===== config.mk =====
export PLATFORM = sky130hd
export DESIGN_NAME = arb_vrp_dispatch_flat
export DESIGN_NICKNAME = d
export VERILOG_FILES = /design/src/rtl/arb_pkg.sv /design/src/rtl/arb_vrp_dispatch_if.sv /design/src/rtl/arb_lru_matrix.sv /design/src/rtl/arb_vrp_dispatch.sv /design/src/flat_wrapper.sv
export SDC_FILE = /design/constraint.sdc
export NUM_CORES = 1
export LEC_CHECK = 0
export CAP_MARGIN = 0
export CORE_UTILIZATION = 37
export DETAILED_ROUTE_END_ITERATION = 10
export PLACE_DENSITY = 0.79
export SYNTH_ARGS = -nofsm -noshare
export SYNTH_HDL_FRONTEND = slang
export SYNTH_SLANG_ARGS = --single-unit

===== constraint.sdc =====
create_clock -name clk -period 1.7 [get_ports clk]
set_input_delay 0.255 -clock clk [delete_from_list [all_inputs] [get_ports clk]]
set_output_delay 0.255 -clock clk [all_outputs]
set_load 0.02 [all_outputs]

===== src/rtl/arb_pkg.sv =====
// Shared arbitration types and the reset priority matrix for the LRU dispatch slice.
package arb_pkg;

  localparam int ARB_MAX_W = 16;

  // One-hot port select, sized for the widest supported arbiter.
  typedef logic [ARB_MAX_W-1:0] sel_t;
  typedef sel_t [ARB_MAX_W-1:0] prio_mat_t;

  // Upper-triangular matrix: lower index beats higher index, so port 0 starts highest.
  function automatic prio_mat_t prio_init(input int width);
    prio_mat_t m;
    m = '0;
    for (int i = 0; i < ARB_MAX_W; i++) begin
      for (int j = 0; j < ARB_MAX_W; j++) begin
        if (i < width && j < width && i < j) m[i][j] = 1'b1;
      end
    end
    return m;
  endfunction

endpackage


===== src/rtl/arb_vrp_dispatch_if.sv =====
// Upstream vld/rdy/pld stream plus WIDTH downstream ports and the dispatch enable mask.
interface arb_vrp_dispatch_if #(
  parameter int WIDTH     = 4,
  parameter int PLD_WIDTH = 32
);
  logic [WIDTH-1:0]                v_en;
  logic                            vld_s;
  logic                            rdy_s;
  logic [PLD_WIDTH-1:0]            pld_s;
  logic [WIDTH-1:0]                v_vld_m;
  logic [WIDTH-1:0]                v_rdy_m;
  logic [WIDTH-1:0][PLD_WIDTH-1:0] v_pld_m;

  modport master (
    output v_en, vld_s, pld_s, v_rdy_m,
    input  rdy_s, v_vld_m, v_pld_m
  );

  modport slave (
    input  v_en, vld_s, pld_s, v_rdy_m,
    output rdy_s, v_vld_m, v_pld_m
  );
endinterface


===== src/rtl/arb_lru_matrix.sv =====
// Least-recently-used priority matrix arbiter over the requesting ports.
// Latency: grant is combinational from req; the matrix updates on the clock after upd.
// Backpressure: none; upd is only asserted when the granted beat is actually captured.
module arb_lru_matrix
  import arb_pkg::*;
#(
  parameter int WIDTH = 4
) (
  input  logic             clk,
  input  logic             rst_n,
  input  logic [WIDTH-1:0] req,
  input  logic             upd,
  output logic [WIDTH-1:0] gnt
);

  localparam prio_mat_t PRIO_RST = prio_init(WIDTH);

  // prio[i][j] = 1 means port i beats port j
  logic [WIDTH-1:0] prio [WIDTH];

  always_comb begin
    gnt = '0;
    for (int i = 0; i < WIDTH; i++) begin
      gnt[i] = req[i];
      for (int j = 0; j < WIDTH; j++) begin
        if (j != i && req[j] && !prio[i][j]) gnt[i] = 1'b0;
      end
    end
  end

  // Winner drops to lowest: its row clears, its column sets; the diagonal stays 0.
  always_ff @(posedge clk) begin
    if (!rst_n) begin
      for (int i = 0; i < WIDTH; i++) begin
        prio[i] <= PRIO_RST[i][WIDTH-1:0];
      end
    end else if (upd) begin
      for (int i = 0; i < WIDTH; i++) begin
        for (int j = 0; j < WIDTH; j++) begin
          if (gnt[i])      prio[i][j] <= 1'b0;
          else if (gnt[j]) prio[i][j] <= 1'b1;
        end
      end
    end
  end

endmodule


===== src/rtl/arb_vrp_dispatch.sv =====
// Dispatches each upstream beat to one enabled downstream port chosen by LRU priority.
// Latency: one cycle from upstream accept to downstream valid; 1 beat/cycle sustained.
// Backpressure: rdy_s drops while the hold stage is full and not draining, or no port is enabled.
module arb_vrp_dispatch
  import arb_pkg::*;
#(
  parameter int WIDTH     = 4,
  parameter int PLD_WIDTH = 32
) (
  input logic               clk,
  input logic               rst_n,
  arb_vrp_dispatch_if.slave bus
);

  logic                 hold_vld;
  logic [PLD_WIDTH-1:0] hold_pld;
  logic [WIDTH-1:0]     hold_sel;
  logic [WIDTH-1:0]     gnt;
  logic                 out_fire;
  logic                 in_fire;

  arb_lru_matrix #(
    .WIDTH (WIDTH)
  ) u_lru (
    .clk   (clk),
    .rst_n (rst_n),
    .req   (bus.v_en),
    .upd   (in_fire),
    .gnt   (gnt)
  );

  assign out_fire  = hold_vld & (|(hold_sel & bus.v_rdy_m));
  assign bus.rdy_s = (|bus.v_en) & (~hold_vld | out_fire);
  assign in_fire   = bus.vld_s & bus.rdy_s;

  // Downstream valid comes only from registered state, never from v_rdy_m.
  assign bus.v_vld_m = hold_sel & {WIDTH{hold_vld}};
  assign bus.v_pld_m = {WIDTH{hold_pld}};

  // The target is latched at capture, so later v_en changes never retarget a held beat.
  always_ff @(posedge clk) begin
    if (!rst_n) begin
      hold_vld <= 1'b0;
      hold_pld <= '0;
      hold_sel <= '0;
    end else if (in_fire) begin
      hold_vld <= 1'b1;
      hold_pld <= bus.pld_s;
      hold_sel <= gnt;
    end else if (out_fire) begin
      hold_vld <= 1'b0;
    end
  end

endmodule

===== src/flat_wrapper.sv =====
// flat-port wrapper written by rule: the top's interface ports become plain ports
module arb_vrp_dispatch_flat import arb_pkg::*;
#(
  parameter int WIDTH     = 4,
  parameter int PLD_WIDTH = 32
)
  (clk, rst_n, bus_v_en, bus_vld_s, bus_pld_s, bus_v_rdy_m, bus_rdy_s, bus_v_vld_m, bus_v_pld_m);
  arb_vrp_dispatch_if #(.WIDTH(WIDTH), .PLD_WIDTH(PLD_WIDTH)) bus_i ();
  input logic clk;
  input logic rst_n;
  input wire logic [$bits(bus_i.v_en)-1:0] bus_v_en;
  input wire logic [$bits(bus_i.vld_s)-1:0] bus_vld_s;
  input wire logic [$bits(bus_i.pld_s)-1:0] bus_pld_s;
  input wire logic [$bits(bus_i.v_rdy_m)-1:0] bus_v_rdy_m;
  output wire logic [$bits(bus_i.rdy_s)-1:0] bus_rdy_s;
  output wire logic [$bits(bus_i.v_vld_m)-1:0] bus_v_vld_m;
  output wire logic [$bits(bus_i.v_pld_m)-1:0] bus_v_pld_m;
  assign bus_i.v_en = bus_v_en;
  assign bus_i.vld_s = bus_vld_s;
  assign bus_i.pld_s = bus_pld_s;
  assign bus_i.v_rdy_m = bus_v_rdy_m;
  assign bus_rdy_s = bus_i.rdy_s;
  assign bus_v_vld_m = bus_i.v_vld_m;
  assign bus_v_pld_m = bus_i.v_pld_m;
  arb_vrp_dispatch #(.WIDTH(WIDTH), .PLD_WIDTH(PLD_WIDTH)) u_core (.clk(clk), .rst_n(rst_n), .bus(bus_i));
endmodule

; Word level (Yosys, flattened, before mapping)
; Memories as Yosys holds them, arrays and structs flattened.
; Cells that the tools add are included.
[word_totals]
register_bits = 37
latchBits = 0
mem_bits_rw = 16
mem_bits_ro = 0
input_bits = 43
word_cells = 173
memories = 1
[memory_table]
columns = memory, depth, width, rd, rd_ports_with_merged_regs, write_ports, line
row1 = u_core.u_lru.prio, 4, 4, 4, 0, 4, arb_lru_matrix.sv:19  ; logic [WIDTH-1:0] prio [WIDTH];
[op_classes]
add_sub_neg = 0
mul = 0
n_div = 0
n_lt_le_gt_ge = 0
eq_ne = 0
n_shift = 0
n_mux = 107
bitwise = 35
reduce_logical = 27
[op_table]
columns = cell, count
row1 = two-way mux 1 bit, 107
row2 = bitwise OR 1 bit, 29
row3 = logical AND 1 bit, 12
row4 = logical NOT 1 bit, 12
row5 = AND 4 bit, 2
row6 = OR reduction 4 bit, 2
row7 = AND 1 bit, 3
row8 = nonzero test 2 bit, 1
row9 = inverter 1 bit, 1

; Logic depth before layout (Yosys ltp)
; An unclocked memory read counts as a cell.
[depth]
depth_word = 12
mapped_depth = 5
mapped_depth_nobuf = 4

; Cells and area by module
; A second synthesis with hierarchy kept.
[unflattened]
cells_unflattened = 332
area_unflattened_um2 = 2991.6
[by_module_without_submodules]
columns = module, instances, cells_each, area_each_um2, seq_area_each_um2
row1 = arb_vrp_dispatch, 1, 265, 2268.4, 740.7
row2 = arb_lru_matrix, 1, 67, 723.2, 360.3

; Least setup slack after synthesis
; No wires, ideal clock.
[synth_path]
kind = input -> register
startpoint = input bus_v_en[1]
endpoint = memory u_core.u_lru.prio[3][0] (enable)
arrival_time_ns = 1.151
required_ns = 1.443
path_slack_ns = 0.292
stages = 5
n_path_buf = 1
cell_sequence = o41ai_2 -> a41oi_4 -> buf_4 -> o21ai_0 -> nand2_1
[synth_lines]
columns = element, line
row1 = start: declaration, flat_wrapper.sv:11  ; input wire logic [$bits(bus_i.v_en)-1:0] bus_v_en;
row2 = end: declaration, arb_lru_matrix.sv:19

; Worst setup path after layout
[layout_path]
startpoint = register u_core.hold_pld[0]
endpoint = output bus_v_pld_m[64]
[layout_lines]
columns = element, line
row1 = start: declaration, arb_vrp_dispatch.sv:16  ; logic [PLD_WIDTH-1:0] hold_pld;
row2 = start signal: assignment, arb_vrp_dispatch.sv:48  ; hold_pld <= bus.pld_s;
row3 = end: declaration, flat_wrapper.sv:17  ; output wire logic [$bits(bus_i.v_pld_m)-1:0] bus_v_pld_m;
; No word-level cell between the ends.

==> impl_metrics.yaml <==
logic_synthesis:
  synthXorXnorAreaFrac_pct: 0
  synth_compound_area_share_pct: 12.4
  syn-num-nets: 367
  synth-seq-cells: 49
  syn_area_um2: 2760
  syn_area_per_cell_um2: 8.50
  synth_top_family_by_area: "buffers and inverters"
  ys_types: 25
  yosysWarnings: 0
  synth_mux_area_share_pct: 0
  synth_fa_ha_area_share_pct: 0
  yosys.area_share.simple_pct: 18.0
  netlist_instances: 324
  seq_area_frac_synth_pct: 40.0
floorplanning:
  design.die.area_um2: 7800
  core_area_um2: 7210
  initial_core_util_pct: 38.2
  die_h_um: 88.3
  die_w_um: 88.3
  io-pin-count: 176
  rows: 31
sta:
  worst_pin_slew_ns: 0.426
  max_freq_ghz: 0.619
  clock_skew_ns: 0.00687
  setup_viol: 0
  final-hold-violation-count: 0
  final.setup.tns_ns: 0
  fin_crit_sh_pct: 95.0
  maxSlewViolCount: 0
  holdWs_ns: 0.349
  relSlewSlack_pct: 71.5
  worst_slack_ns: 0.0851
  fin_crit_ns: 1.61
clock_network:
  clock_latency_ns: 0.30
  root_buffer: "clkbuf_8"
  cts-hold-fix-buffers: 0
  htree_levels: 2
  clock_sinks: 49
  clk_path_buf_depth: 2
  cts_tree: "built"
  cts_inserted_buffers: 5
  clk_pin_slew_ns: 0.09
global_routing:
  grt_pass1_vias: 2089
  grt_pass1_wl_um: 9530
  top_usage_layer: "met2"
  gr-usage-met1_pct: 16.7
  gr-total-overflow: 0
  antenna_found_initial: 0
  grt_max_degree: 35
  globalRouteMet2Util_pct: 29.9
  grt_use_met3_pct: 3.82
  gr-usage-all-layers_pct: 15.5
power:
  switching_share_pct: 31.6
  p_leak_uw: 0.00148
  peakVddDrop_mv: 0.385
  p_seq_share_pct: 44.3
  combPwrFrac_pct: 34.0
  powerDensity_nw_per_um2: 747
  p_sw_uw: 964
  p_int_uw: 2080
  clockPowerShare_pct: 21.7
routing:
  wl_um: 6560
  drtAntennaViolNets: 0
  drc: 0
  drtIter0Drc: 78
  vias: 2387
  route.detailed.wl_per_inst_um: 12.9
  drt-vias-per-instance: 4.68
  drtPass1Iterations: 4
placed_design:
  place_congestion: 0.813
  post-dp-hpwl_um: 4860
  port_buffers: 175
  placed_cell_area_um2: 3940
  dp_slack_ns: -0.392
  place_inst: 499
critical_path:
  path_buf_inv: 1
  reg2reg_from: "u_core.hold_sel[0]"
  end_kind: "output pin"
  timing.rr.end: "u_core.u_lru.prio[3][0]"
  cp_max_fo: 5
  slowest_delay_ns: 0.65
  crit_chain: "clkdlybuf4s50_1"
  cp-start-kind: "flop"
  required_ns: 1.44
  critPathSlowestCell: "clkdlybuf4s50_1"
  cpLargestDelayFamily: "buffers and inverters"
  r2r_slack_ns: 0.13
  crit_type: "flop to output pin"
  crit_arrival_ns: 1.36
  reg2reg_depth: 5
layout:
  fillers: 664
  layout.nets: 453
  area_growth_pct: 48.0
  num_antenna_cells: 0
  mostFrequentLayoutCell: "clkdlybuf4s50_1"
  multiInputGateArea_um2: 872
  seq_area_um2: 1100
  fin_cells: 510
  final_area_um2: 4080
  drive_gt1_share_pct: 8.03
  final_cell_mix: "clkdlybuf4s50_1, nand2_1, o21ai_0"
hold_path:
  min_from: "rst_n"
  hold_depth: 3
  hold-path-endpoint: "u_core.hold_sel[1]"
  min_path_type: "input pin to flop"
flow_run:
  drv_cap: 0
status:
  outcome: "finished clean"
-- registers in the layout, summed over array words and instances (netlist names) --
name               flops
u_core.hold_sel        4
u_core.hold_vld        1
u_core.u_lru.prio     12
u_core.hold_pld       32
-- Yosys cell counts --
master / n / area [um2]
a22oi_1: 1 / 7.51
inv_1: 2 / 7.51
o2111a_1: 3 / 33.8
edfxtp_1: 12 / 360
buf_2: 5 / 25.0
and2_1: 4 / 25.0
dfxtp_1: 37 / 741
a2111oi_4: 1 / 27.5
nand4_1: 1 / 6.26
a21boi_0: 1 / 7.51
nor2_1: 6 / 22.5
nor2b_1: 2 / 12.5
clkbuf_1: 5 / 18.8
o41ai_2: 1 / 16.3
clkbuf_2: 2 / 10.0
o41a_1: 1 / 11.3
nand3_2: 2 / 20.0
nand2b_1: 6 / 37.5
buf_1: 4 / 15.0
a41oi_4: 1 / 27.5
nand2_1: 50 / 188
buf_6: 1 / 11.3
o21ai_0: 42 / 210
nand3_1: 37 / 185
buf_4: 97 / 728
-- per-layer routing --
layer / wire, um / up-vias
li1: - / 1161
met1: 2490 / 1098
met2: 3440 / 119
met5: 0 / -
met4: 96 / 0
met3: 531 / 9
-- per-stage QoR --
step / total power, uW / utilization (%)
floorplan: 2030 / -
global placement: 2380 / 54.6
detailed placement: 2400 / 54.6
CTS: 3070 / 55.9
global route: 3190 / 56.5
finish: 3050 / 56.5
-- layout make-up --
class,instances,share of cell area (%)
repair buffers,192,46.4
inverters,2,0.184
well taps,99,3.04
multi-input cells,160,21.4
clock buffers,8,1.96
flip-flops and latches,49,27.0
-- logic make-up (layout without fill, tap and decap cells) --
kind of cell	Yosys count	in the layout
buffers and inverters	116	202
AND/OR/NAND/NOR	108	108
AO/OA/AOI/OAI	51	52
flip-flops	49	49
-- timing repair --
item,4_1_cts,5_1_grt
pin swaps,1,2
setup endpoints to repair,26,54
gates resized for setup,8,9
buffers inserted,1,1
cloned,0,1
-- power by group through the flow --
stage | logic (uW) | clock network, uW | registers, uW
floorplan | 606 | 0 | 1420
global route | 1100 | 725 | 1370
finish | 1040 | 661 | 1350
CTS | 1030 | 687 | 1350
detailed placement | 1030 | 0 | 1380
global placement | 1010 | 0 | 1370
-- worst max-delay path by stage --
stage | startpoint | to | slack, ns | cells past startpoint
floorplan | bus_v_en[1] | u_core.u_lru.prio[3][0] | 0.29 | 5
global placement | bus_v_rdy_m[0] | bus_rdy_s | -0.36 | 5
global route | bus_v_rdy_m[0] | u_core.u_lru.prio[3][0] | -0.02 | 6
detailed placement | bus_v_rdy_m[0] | bus_rdy_s | -0.39 | 5
CTS | bus_v_en[0] | u_core.hold_pld[10] | -0.03 | 7
finish | u_core.hold_pld[0] | bus_v_pld_m[64] | 0.09 | 1
No activity file was read; power rests on OpenSTA's default activity.
